$ cat src/rtl/spartan_arb2.sv
// spartan_arb2: two-master to one-slave Spartan bus arbiter.
// Grants whole packets (SOP..EOP) to one master at a time and records the
// granted master ID in a small FIFO so responses are steered back in order.
// Build option: define SPARTAN_ARB2_FIXED_PRI_EN to let master 0 always win
// simultaneous requests (no round-robin pointer); undefined gives round-robin.
//
// Handshake: a beat transfers on a rising CLK edge where VLD and RDY are both
// high. VLD never waits on RDY of the same interface; the RDY outputs here are
// combinational from the downstream RDY of the currently selected path.
module spartan_arb2 #(
   parameter int BWIDTH      = 64,
   parameter int OUTSTANDING = 4
) (
   input  logic              CLK,
   input  logic              RST,
   input  logic [BWIDTH+1:0] SpMBUS_0,
   input  logic              SpMVLD_0,
   output logic              SpMRDY_0,
   output logic [BWIDTH+1:0] SpSBUS_0,
   output logic              SpSVLD_0,
   input  logic              SpSRDY_0,
   input  logic [BWIDTH+1:0] SpMBUS_1,
   input  logic              SpMVLD_1,
   output logic              SpMRDY_1,
   output logic [BWIDTH+1:0] SpSBUS_1,
   output logic              SpSVLD_1,
   input  logic              SpSRDY_1,
   output logic [BWIDTH+1:0] SpMBUS_S,
   output logic              SpMVLD_S,
   input  logic              SpMRDY_S,
   input  logic [BWIDTH+1:0] SpSBUS_S,
   input  logic              SpSVLD_S,
   output logic              SpSRDY_S,
   output logic              ARB_ERR
);

   localparam int SOP_BIT = BWIDTH + 1;
   localparam int EOP_BIT = BWIDTH;
   localparam int PW      = $clog2(OUTSTANDING);
   localparam int CW      = PW + 1;

   typedef enum logic [1:0] {
      IDLE = 2'd0,
      GNT0 = 2'd1,
      GNT1 = 2'd2
   } state_t;

   state_t          state;
   logic            id_mem [OUTSTANDING];
   logic [PW-1:0]   wr_ptr;
   logic [PW-1:0]   rd_ptr;
   logic [CW-1:0]   count;
   logic            arb_err;
`ifndef SPARTAN_ARB2_FIXED_PRI_EN
   logic            rr_ptr;
`endif

   logic cand_0, cand_1;
   logic fifo_full, fifo_empty;
   logic grant, grant_id;
   logic req_eop_hs;
   logic head_id;
   logic pop;
   logic err_set;

   // Only a beat carrying SOP can open a packet; mid-packet VLD in IDLE is held off.
   assign cand_0     = SpMVLD_0 & SpMBUS_0[SOP_BIT];
   assign cand_1     = SpMVLD_1 & SpMBUS_1[SOP_BIT];
   // Full uses the registered count, so a pop this cycle unblocks grants next cycle.
   assign fifo_full  = (count == CW'(OUTSTANDING));
   assign fifo_empty = (count == '0);
   assign grant      = (state == IDLE) & ~fifo_full & (cand_0 | cand_1);
`ifdef SPARTAN_ARB2_FIXED_PRI_EN
   assign grant_id   = ~cand_0;
`else
   assign grant_id   = (cand_0 & cand_1) ? rr_ptr : ~cand_0;
`endif

   assign head_id    = id_mem[rd_ptr];
   assign req_eop_hs = SpMVLD_S & SpMRDY_S & SpMBUS_S[EOP_BIT];
   assign pop        = ~fifo_empty & SpSVLD_S & SpSRDY_S & SpSBUS_S[EOP_BIT];
   assign err_set    = fifo_empty & SpSVLD_S;
   assign ARB_ERR    = arb_err;

   // Request path: pass the granted master straight through; everything else idles at 0.
   always_comb begin
      SpMBUS_S = '0;
      SpMVLD_S = 1'b0;
      SpMRDY_0 = 1'b0;
      SpMRDY_1 = 1'b0;
      case (state)
         GNT0: begin
            SpMBUS_S = SpMBUS_0;
            SpMVLD_S = SpMVLD_0;
            SpMRDY_0 = SpMRDY_S;
         end
         GNT1: begin
            SpMBUS_S = SpMBUS_1;
            SpMVLD_S = SpMVLD_1;
            SpMRDY_1 = SpMRDY_S;
         end
         default: ;
      endcase
   end

   // Response path: the FIFO head picks the destination; with nothing outstanding, drain.
   always_comb begin
      SpSBUS_0 = '0;
      SpSVLD_0 = 1'b0;
      SpSBUS_1 = '0;
      SpSVLD_1 = 1'b0;
      SpSRDY_S = 1'b0;
      if (fifo_empty) begin
         // RST gating keeps the drain ready low while reset is held.
         SpSRDY_S = RST & SpSVLD_S;
      end else if (head_id) begin
         SpSBUS_1 = SpSBUS_S;
         SpSVLD_1 = SpSVLD_S;
         SpSRDY_S = SpSRDY_1;
      end else begin
         SpSBUS_0 = SpSBUS_S;
         SpSVLD_0 = SpSVLD_S;
         SpSRDY_S = SpSRDY_0;
      end
   end

   // Grant FSM, round-robin pointer, ID FIFO bookkeeping and sticky error flag.
   always_ff @(posedge CLK or negedge RST) begin
      if (!RST) begin
         state   <= IDLE;
         wr_ptr  <= '0;
         rd_ptr  <= '0;
         count   <= '0;
         arb_err <= 1'b0;
`ifndef SPARTAN_ARB2_FIXED_PRI_EN
         rr_ptr  <= 1'b0;
`endif
         for (int i = 0; i < OUTSTANDING; i++) id_mem[i] <= 1'b0;
      end else begin
         case (state)
            IDLE:       if (grant) state <= grant_id ? GNT1 : GNT0;
            GNT0, GNT1: if (req_eop_hs) state <= IDLE;
            default:    state <= IDLE;
         endcase
`ifndef SPARTAN_ARB2_FIXED_PRI_EN
         if (grant && cand_0 && cand_1) rr_ptr <= ~rr_ptr;
`endif
         if (grant) begin
            id_mem[wr_ptr] <= grant_id;
            wr_ptr         <= wr_ptr + 1'b1;
         end
         if (pop) rd_ptr <= rd_ptr + 1'b1;
         if (grant && !pop)      count <= count + 1'b1;
         else if (!grant && pop) count <= count - 1'b1;
         if (err_set) arb_err <= 1'b1;
      end
   end

endmodule

$ cat config.mk
export PLATFORM = sky130hd
export DESIGN_NAME = spartan_arb2
export DESIGN_NICKNAME = d
export VERILOG_FILES = /design/src/rtl/spartan_arb2.sv
export SDC_FILE = /design/constraint.sdc
export NUM_CORES = 1
export LEC_CHECK = 0
export ABC_AREA = 1
export ABC_CLOCK_PERIOD_IN_PS = 2400
export CAP_MARGIN = 30
export CELL_PAD_IN_SITES_DETAIL_PLACEMENT = 1
export CELL_PAD_IN_SITES_GLOBAL_PLACEMENT = 1
export CORE_AREA = 2 2 161 163
export CTS_BUF_LIST = sky130_fd_sc_hd__clkbuf_4
export CTS_CLUSTER_DIAMETER = 80
export CTS_CLUSTER_SIZE = 14
export DETAILED_ROUTE_END_ITERATION = 8
export DIE_AREA = 0 0 163 165
export GPL_TIMING_DRIVEN = 1
export PLACE_DENSITY = 0.87
export REMOVE_ABC_BUFFERS = 1
export SETUP_SLACK_MARGIN = 0.15
export SYNTH_ARGS = -nofsm -noshare
export SYNTH_HDL_FRONTEND = slang
export SYNTH_SLANG_ARGS = --single-unit
$ cat constraint.sdc
create_clock -name CLK -period 2.4 [get_ports CLK]
set_clock_uncertainty 0.2 [all_clocks]
set_input_delay 0.48 -clock CLK [delete_from_list [all_inputs] [get_ports CLK]]
set_output_delay 0.48 -clock CLK [all_outputs]
set_load 0.05 [all_outputs]
# Word level (Yosys, flattened, before mapping)
# Index checks and enable logic that the tools add are counted.
dict set report word_totals {
  reg_bits 15
  out_inout_bits 205
}
dict set report classes {
  n_bitwise 19
  add_sub_neg 4
  eq_ne 5
  n_lt_le_gt_ge 3
  muxes 27
  reduce_logical 12
}
# cell n
set ops {}
lappend ops {{$mux 66} 4}
lappend ops {{$pmux 66 s2} 1}
lappend ops {{$and 1x1->1} 12}
lappend ops {{$mux 1} 12}
lappend ops {{$ge 3x3->1 const B} 2}
lappend ops {{$mux 2} 3}
lappend ops {{$mux 3} 2}
lappend ops {{$not 2->3} 2}
lappend ops {{$logic_and 1x1->1} 5}
lappend ops {{$add 2x1->2 const B} 2}
lappend ops {{$bwmux 4} 1}
lappend ops {{$ne 2x2->1 const B} 2}
lappend ops {{$not 1->1} 4}
lappend ops {{$pmux 2 s2} 1}
lappend ops {{$add 3x1->3 const B} 1}
lappend ops {{$eq 3x3->1 const B} 1}
lappend ops {{$logic_not 3->1} 1}
lappend ops {{$lt 3x1->1 const B} 1}
lappend ops {{$sub 3x1->3 const B} 1}
lappend ops {{$bmux 1 s2} 1}
lappend ops {{$demux 1 s2} 1}
lappend ops {{$eq 2x1->1 const B} 1}
lappend ops {{$eq 2x2->1 const B} 1}
lappend ops {{$logic_not 1->1} 2}
lappend ops {{6 further kinds} 6}

# Depth between registers and ports, before layout
# Gate-level depths: netlist of run 1.
dict set report logic_depth {
  ltp_word 11
  mapped_depth 14
}

# Least setup slack after synthesis of run 1
# OpenSTA, ideal clock, no wires.
dict set report synth_path {
  path_type {register -> output}
  start {reg count[0]}
  end {out SpSBUS_0[25]}
  stages_incl_launch_ff 7
  required_time_ns 1.720
  slack_ns -0.366
  n_path_buf 2
  arrival_time_ns 2.086
  path_cell_list {dfrtp_1 > inv_1 > nand3_1 > inv_2 > buf_2 > buf_2 > nor3_1}
}
dict set report synth_between {
  elab_chain_cells 2
}
# item line
set synth_lines {}
lappend synth_lines {{start: declaration} 52} ;# logic [CW-1:0] count;
lappend synth_lines {{start signal: assignment} 153} ;# if (grant && !pop) count <= count + 1'b1;
lappend synth_lines {{start signal: assignment} 154} ;# else if (!grant && pop) count <= count - 1'b1;
lappend synth_lines {{$logic_not 3->1} 71} ;# assign fifo_empty = (count == '0);
lappend synth_lines {{$mux 66} 113} ;# if (fifo_empty) begin
lappend synth_lines {{end: declaration} 19} ;# output logic [BWIDTH+1:0] SpSBUS_0,
# No other way between the ends.

# Worst setup path after layout of run 1
dict set report layout_path {
  start {reg rd_ptr[0]}
  end {out SpSBUS_1[21]}
}
dict set report layout_between {
  elab_chain_cells 6
}
# item line
set layout_lines {}
lappend layout_lines {{start: declaration} 51} ;# logic [PW-1:0] rd_ptr;
lappend layout_lines {{start signal: assignment} 152} ;# if (pop) rd_ptr <= rd_ptr + 1'b1;
lappend layout_lines {{$not 2->3 (implied by the code)} 79} ;# assign head_id = id_mem[rd_ptr];
lappend layout_lines {{$bmux 1 s2} 79}
lappend layout_lines {{$mux 1 (implied by the code) (2 in series)} 79}
lappend layout_lines {{$mux 66} 116} ;# end else if (head_id) begin
lappend layout_lines {{$mux 66} 113}
lappend layout_lines {{end: declaration} 25} ;# output logic [BWIDTH+1:0] SpSBUS_1,
# No other way between the ends. The select of a mux whose other input is x is not followed.

==> metrics.yaml, run 1 <==
floorplanning:
  dieArea_um2: 26900
  core_um2: 25000
  fp.dieH_um: 165
  fp.dieW_um: 163
  fp-row-count: 58
  pin_count: 411
  start_util: 0.131
finish:
  fin_util: 0.565
  layout_commonest_cell: "clkdlybuf4s50_1"
  multi_input_comb_area_um2: 4910
  regArea_um2: 377
  drive_gt1_frac: 0.623
  final_cell_mix: "205 x clkdlybuf4s50_1, 187 x buf_12, 127 x nor3_4"
  nets: 1283
  syn_to_final_growth_pct: 332
  nFillCells: 2455
timing:
  whs_ps: 287
  setup_slack_ps: -252
  fin_crit_ps: 2650
  max_slew_margin: 0.747
  tightest_slew_ps: 380
  post-route-period-util: 1.11
  max_freq_ghz: 0.377
  hold_viol: 0
  tns_ps: -33260
  grt_setup_unrepaired: "true"
  finalSetupViolCount: 203
  slew_viol_final: 0
synth:
  syn-cell-area_um2: 3270
  synth_top_cells_by_area: "nor3_2 18%, nand2_1 18%, dfrtp_1 11%"
  synth_top_family_by_area: "simple AND/OR/NAND/NOR gates"
  synth_top_area_frac: 0.183
  synth_seq_cells: 15
  yosysWarnings: 0
  synth_xor_area_frac: 0.0107
  yosys.area_share.simple: 0.515
  ys_types: 24
  synth-adder-area-share: 0.0367
  synth_area_per_cell_um2: 5.69
  synth_top_area_cell: "nor3_2"
  synth-seq-area-share: 0.115
  synth_mux_area_frac: 0
  synth_cells: 575
  synth-compound-area-share: 0.128
worst_setup_path:
  cp_cell_sequence: "inv_4 -> nand2_4 -> nand2_2 -> nand2_2 -> nand2_4 -> buf_12 -> inv_16 -> buf_16 -> nor3_4 -> buf_12"
  cp_slowest_cell: "dfrtp_2"
  crit_path_max_fanout: 17
  cp.required_ps: 1720
  arrival_ps: 1970
  critPathKind: "reg -> out"
  end_kind: "output pin"
  critPathLaunchType: "register"
  cpPeakStageDelay_ps: 460
pwr:
  total_power_w: 0.0266
  p_leak_nw: 5.60
  pwr_density_cell_nw_per_um2: 1880
  ir_drop_v: 0.00116
cts:
  cts_made_buffers: 3
  cts_root_buf: "clkbuf_4"
  cts_buffer_depth: 2
  cts.sinks: 15
  cts_tree: "done"
  clk_pin_slew_worst_paths_ps: 100
  clkLatencyLatePin_ps: 290
  holdBufCountCts: 0
  htree_levels: 1
detailed_routing:
  drt_pass1_iterations: 4
  drt-initial-drc-count: 333
  dr_total_vias: 6704
  drcViolationCount: 0
  vias_per_cell: 4.79
  drt_wl_total_mm: 41.5
  detail_route.wl_per_cell_um: 29.6
  ant_nets: 0
place:
  place.port_buffers: 410
  hpwl_mm: 21.9
  gp_congestion: 0.796
hold_path:
  hp-class: "reg -> reg"
global_routing:
  grt_pass1_wl_mm: 51.8
  grt_max_degree: 34
  grt_overflow_total: 0
  antenna_found_initial: 5
  grt_pass1_vias: 7283
  groute.usage.overall: 0.264
run_status:
  violations: "negative setup slack"
  status: "finished with violations"
flow_run:
  maxCapViolCount: 0
-- cell families (layout without fill, tap and decap cells) --
family	Yosys count	in the layout
xor+xnor	4	4
compound gates	82	82
other cells	0	4
simple gates	317	317
fa+ha+maj	9	9
flops	15	15
buf+inv	148	640
-- repair_timing --
| action | 4_1_cts | 5_1_grt |
|---|---|---|
| endpoints found under the hold margin | 0 | 0 |
| buffers inserted | 32 | 15 |
| setup endpoints to repair | 205 | 206 |
| resized for setup | 544 | 129 |
| gates cloned | 36 | 6 |
| pin swaps | 64 | 87 |
-- power breakdown --
part / switching, W / internal, W
registers: 0.000127 / 0.000376
clock network: 0.0000860 / 0.0000760
logic: 0.0147 / 0.0112
total: 0.0149 / 0.0117
-- flip-flops by register name, indices dropped and copies added, names as in the netlist --
signal	count
ARB_ERR	1
id_mem	4
wr_ptr	2
rr_ptr	1
state	2
count	3
rd_ptr	2
-- layer usage --
metal,global-route usage,vias to the layer above,routed length (µm)
met4,0.169,2,2800
met3,0.0648,123,3150
met1,0.265,3272,13500
met2,0.489,441,22100
li1,-,2866,-
met5,0,-,13
-- area by class of cell --
cell class,instances,area share
diodes,4,0.000708
clock buffers,4,0.00212
inverters,98,0.0297
multi-input cells,412,0.348
flip-flops and latches,15,0.0266
well taps,330,0.0292
repair buffers,536,0.562
repair inverters,2,0.00195
-- worst max-delay path: cells and delay by family, from the launching register on --
kind	cells	cell delay (ps)
flip-flops	1	460
AND/OR/NAND/NOR	5	500
buffers and inverters	5	680
-- metrics by stage --
stage	std cells	area, µm²	worst slack [ps]
4_1_cts	1376	13300	-186
2_1_floorplan	525	3000	-1780
3_5_place_dp	1304	9430	-353
3_3_place_gp	1304	9430	-320
6_report	1401	14100	-252
5_1_grt	1401	14100	-315
-- synth_stat cells (all sizes together) --
| cell type | n |
|---|---|
| dfrtp | 15 |
| xnor2 | 1 |
| a21o | 1 |
| fa | 1 |
| clkbuf | 21 |
| xor2 | 3 |
| ha | 8 |
| nand2 | 160 |
| nor2 | 9 |
| nand3 | 13 |
| buf | 29 |
| o22ai | 2 |
| nand4 | 2 |
| a21oi | 71 |
| inv | 98 |
| a31oi | 4 |
| nor3 | 133 |
| o21ai | 4 |
-- path summary, 6_finish.rpt --
path / startpoint / end / slack, ps / depth (start not counted)
max in group asynchronous: RST / rd_ptr[0]$_DFFE_PN0P_ / 1370 / 2
worst max register to register: rd_ptr[0]$_DFFE_PN0P_ / count[2]$_DFFE_PN0P_ / 0 / 15
worst min register to register: rr_ptr$_DFFE_PN0P_ / rr_ptr$_DFFE_PN0P_ / 290 / 1
worst max-delay path: rd_ptr[0]$_DFFE_PN0P_ / SpSBUS_1[21] / -250 / 10
min in group asynchronous: RST / ARB_ERR$_DFFE_PN0P_ / 420 / 2
worst min-delay path: rr_ptr$_DFFE_PN0P_ / rr_ptr$_DFFE_PN0P_ / 290 / 1
Power figures use the tool's default switching activity.
==> run 2: changes to the inputs <==
- CORE_AREA: 2 2 161 163 -> default
- CORE_ASPECT_RATIO: default -> 0.9
- CORE_MARGIN: default -> 2
- CORE_UTILIZATION: default -> 14
- DIE_AREA: 0 0 163 165 -> default
- PLACE_DENSITY: 0.87 -> 0.91
==> run 2 against run 1 <==
The flow still finishes with violations (negative setup slack). Sequential share of layout area about the same. Fmax grew 2.6%. Non-clock buffer count down 4. Setup slack better by 68 ps. Die area is 8.5% lower. Sequential cell count is the same. Wire length decreased by 2.0%. Critical path type unchanged. Largest cell class unchanged.
==> metrics.yaml, run 2 (synthesis gave the netlist of run 1 again) <==
global_routing:
  use_met3: 0.0626  # was 0.0648
  met2_usage: 0.533  # was 0.489
  grt_overflow_total: 0  # unchanged
  groute.usage.overall: 0.264  # about the same
  antenna_found_initial: 10  # was 5
  met1_usage: 0.240  # was 0.265
  grt_pass1_vias: 7149  # was 7283
  grt_max_degree: 27  # was 34
  gr-max-usage-layer: "met2"  # unchanged
  grt_pass1_wl_mm: 47.9  # was 51.8 mm
finish:
  nets: 1279  # was 1283
  largest_reg_flops: 4  # unchanged
  final_cell_mix: "205 x clkdlybuf4s50_1, 183 x buf_12, 122 x nor3_4"  # was 205 x clkdlybuf4s50_1, 187 x buf_12, 127 x nor3_4
  layout_commonest_cell: "clkdlybuf4s50_1"  # unchanged
  nFillCells: 2222  # was 2455
  fin_util: 0.601  # was 0.565
  top_register: "id_mem"  # unchanged
  drive_gt1_frac: 0.633  # was 0.623
  largestRegisters: "id_mem x4, count x3"  # unchanged
  syn_to_final_growth_pct: 325  # was 332%
timing:
  finalSetupViolCount: 199  # was 203
  tightest_slew_ps: 320  # was 380 ps
  grt_setup_unrepaired: "true"  # unchanged
  fin_crit_ps: 2580  # was 2650 ps
  hold_viol: 0  # unchanged
  max_freq_ghz: 0.387  # was 0.377 GHz
  max_slew_margin: 0.786  # was 0.747
  post-route-period-util: 1.08  # was 1.11
  slew_viol_final: 0  # unchanged
  setup_slack_ps: -185  # was -252 ps
cts:
  cts_buffer_depth: 2  # unchanged
  cts.sinks: 15  # unchanged
  clkLatencyLatePin_ps: 290  # about the same
  cts_tree: "done"  # unchanged
  clk_pin_slew_worst_paths_ps: 100  # about the same
  cts_made_buffers: 3  # unchanged
  holdBufCountCts: 0  # unchanged
  cts_root_buf: "clkbuf_4"  # unchanged
  htree_levels: 1  # unchanged
floorplanning:
  fp-row-count: 53  # was 58
  fp.dieW_um: 165  # was 163 µm
  core_um2: 23100  # was 25000 µm²
  start_util: 0.141  # was 0.131
  dieArea_um2: 24600  # was 26900 µm²
  fp.dieH_um: 149  # was 165 µm
  pin_count: 411  # unchanged
worst_setup_path:
  critPathLaunchType: "register"  # unchanged
  end_kind: "output pin"  # unchanged
  critPathKind: "reg -> out"  # unchanged
  crit_path_max_fanout: 7  # was 17
  reg2reg_slack_ps: -10  # was 0 ps
  rr_worst_depth: 15  # unchanged
  r2r-end: "count[2]$_DFFE_PN0P_"  # unchanged
  arrival_ps: 1900  # was 1970 ps
  worst_r2r_startpoint: "rd_ptr[0]$_DFFE_PN0P_"  # unchanged
  cp.required_ps: 1720  # about the same
pwr:
  clkPwrFrac: 0.006  # about the same
  ir_drop_v: 0.00134  # was 0.00116 V
  p_int_w: 0.0111  # was 0.0117 W
  sw_frac_of_total: 0.568  # was 0.561
  switchingPower_w: 0.0146  # was 0.0149 W
  pwr_density_cell_nw_per_um2: 1850  # was 1880 nW/µm²
  p_leak_nw: 5.62  # was 5.60 nW
  pwr-share-comb: 0.975  # about the same
  power.share.sequential: 0.019  # about the same
place:
  hpwl_mm: 20.6  # was 21.9 mm
  dpl_worst_slack_ps: -301  # was -353 ps
  gp_congestion: 0.822  # was 0.796
  place.port_buffers: 410  # unchanged
detailed_routing:
  dr_total_vias: 6679  # was 6704
  drt_pass1_iterations: 4  # unchanged
  drcViolationCount: 0  # unchanged
  drt_wl_total_mm: 40.7  # was 41.5 mm
  detail_route.wl_per_cell_um: 29.6  # about the same
  drt-initial-drc-count: 314  # was 333
  vias_per_cell: 4.87  # was 4.79
  ant_nets: 0  # unchanged
flow_run:
  maxCapViolCount: 0  # unchanged
run_status:
  violations: "negative setup slack"  # unchanged
  status: "finished with violations"  # unchanged
hold_path:
  hp-start: "ARB_ERR$_DFFE_PN0P_"  # was rr_ptr$_DFFE_PN0P_
  hold_depth: 1  # unchanged
  hold_path_end: "ARB_ERR$_DFFE_PN0P_"  # was rr_ptr$_DFFE_PN0P_
  hp-class: "reg -> reg"  # unchanged
-- run 2: changes by cell type in the layout (fill, tap and decap cells not counted), moves of 3 or more --
cell | previous run | this run
nor3_4 | 127 | 122
clkbuf_16 | 5 | 8
diode_2 | 4 | 7
buf_4 | 39 | 45
nand2_2 | 24 | 31
nand2_4 | 67 | 77
buf_16 | 34 | 29
buf_12 | 187 | 183
inv_4 | 4 | 1
nand3_1 | 7 | 10
nand2_1 | 67 | 52
nor3_2 | 5 | 10
-- run 2: power by group through the flow --
| stage | sequential, W | combinational [W] | clock [W] |
|---|---|---|---|
| 2_1_floorplan | 0.000486 | 0.00817 | 0 |
| 3_3_place_gp | 0.000470 | 0.0160 | 0 |
| 3_5_place_dp | 0.000482 | 0.0163 | 0 |
| 4_1_cts | 0.000472 | 0.0218 | 0.000161 |
| 5_1_grt | 0.000497 | 0.0256 | 0.000175 |
| 6_report | 0.000488 | 0.0250 | 0.000164 |
-- run 2: through the flow --
step	instance area (µm²)	cells	TNS [ps]	hold slack (ps)	total power [W]
floorplan	3000	525	-230060	-15.6	0.00865
global placement	9470	1280	-2240	252	0.0164
detailed placement	9470	1280	-10110	262	0.0168
CTS	12300	1338	-5920	280	0.0225
global route	13900	1372	-29520	303	0.0263
finish	13900	1372	-15640	275	0.0257
-- run 2: critical path: stages (launching register included) --
cell     delay (ps)
dfrtp_1         420
buf_6           130
ha_4            220
buf_12          190
buf_12          140
buf_12          110
nand2_4          60
a21oi_4         170
buf_12          150
-- run 2: how the worst max path moves through the flow --
stage                           end                   from  slack [ps]  cells past startpoint
2_1_floorplan           SpSBUS_1[0]  rd_ptr[0]$_DFFE_PN0P_       -1780                      7
3_3_place_gp   count[2]$_DFFE_PN0P_           SpMBUS_0[65]        -220                     11
3_5_place_dp   count[2]$_DFFE_PN0P_           SpMBUS_0[65]        -300                     11
4_1_cts                SpSBUS_0[26]  rd_ptr[0]$_DFFE_PN0P_        -100                      8
5_1_grt                SpMBUS_S[36]   state[0]$_DFFE_PN0P_        -220                      8
6_report                SpMBUS_S[9]   state[0]$_DFFE_PN0P_        -180                      8
-- run 2: per-layer routing --
layer / vias up / wire [µm]
met2: 428 / 21900
met1: 3256 / 12800
li1: 2845 / -
met5: - / 26
met4: 4 / 2620
met3: 146 / 3240
-- run 2: what timing repair did --
action	CTS	global route
cloned	26	9
pin swaps	37	111
endpoints found under the hold margin	0	0
setup endpoints to repair	205	207
gates resized for setup	407	273
buffers inserted	28	18
-- run 2: area by class of cell --
cell class                 count  area, µm²  share of cell area
inverter                      98        414              0.0298
clock buffer                   4       30.0             0.00216
antenna                        7       17.5             0.00126
timing repair inverter         2       25.0             0.00180
timing repair buffer         532       7760               0.558
multi-input combinational    412       4910               0.353
tap                          302        378              0.0272
sequential                    15        375              0.0270
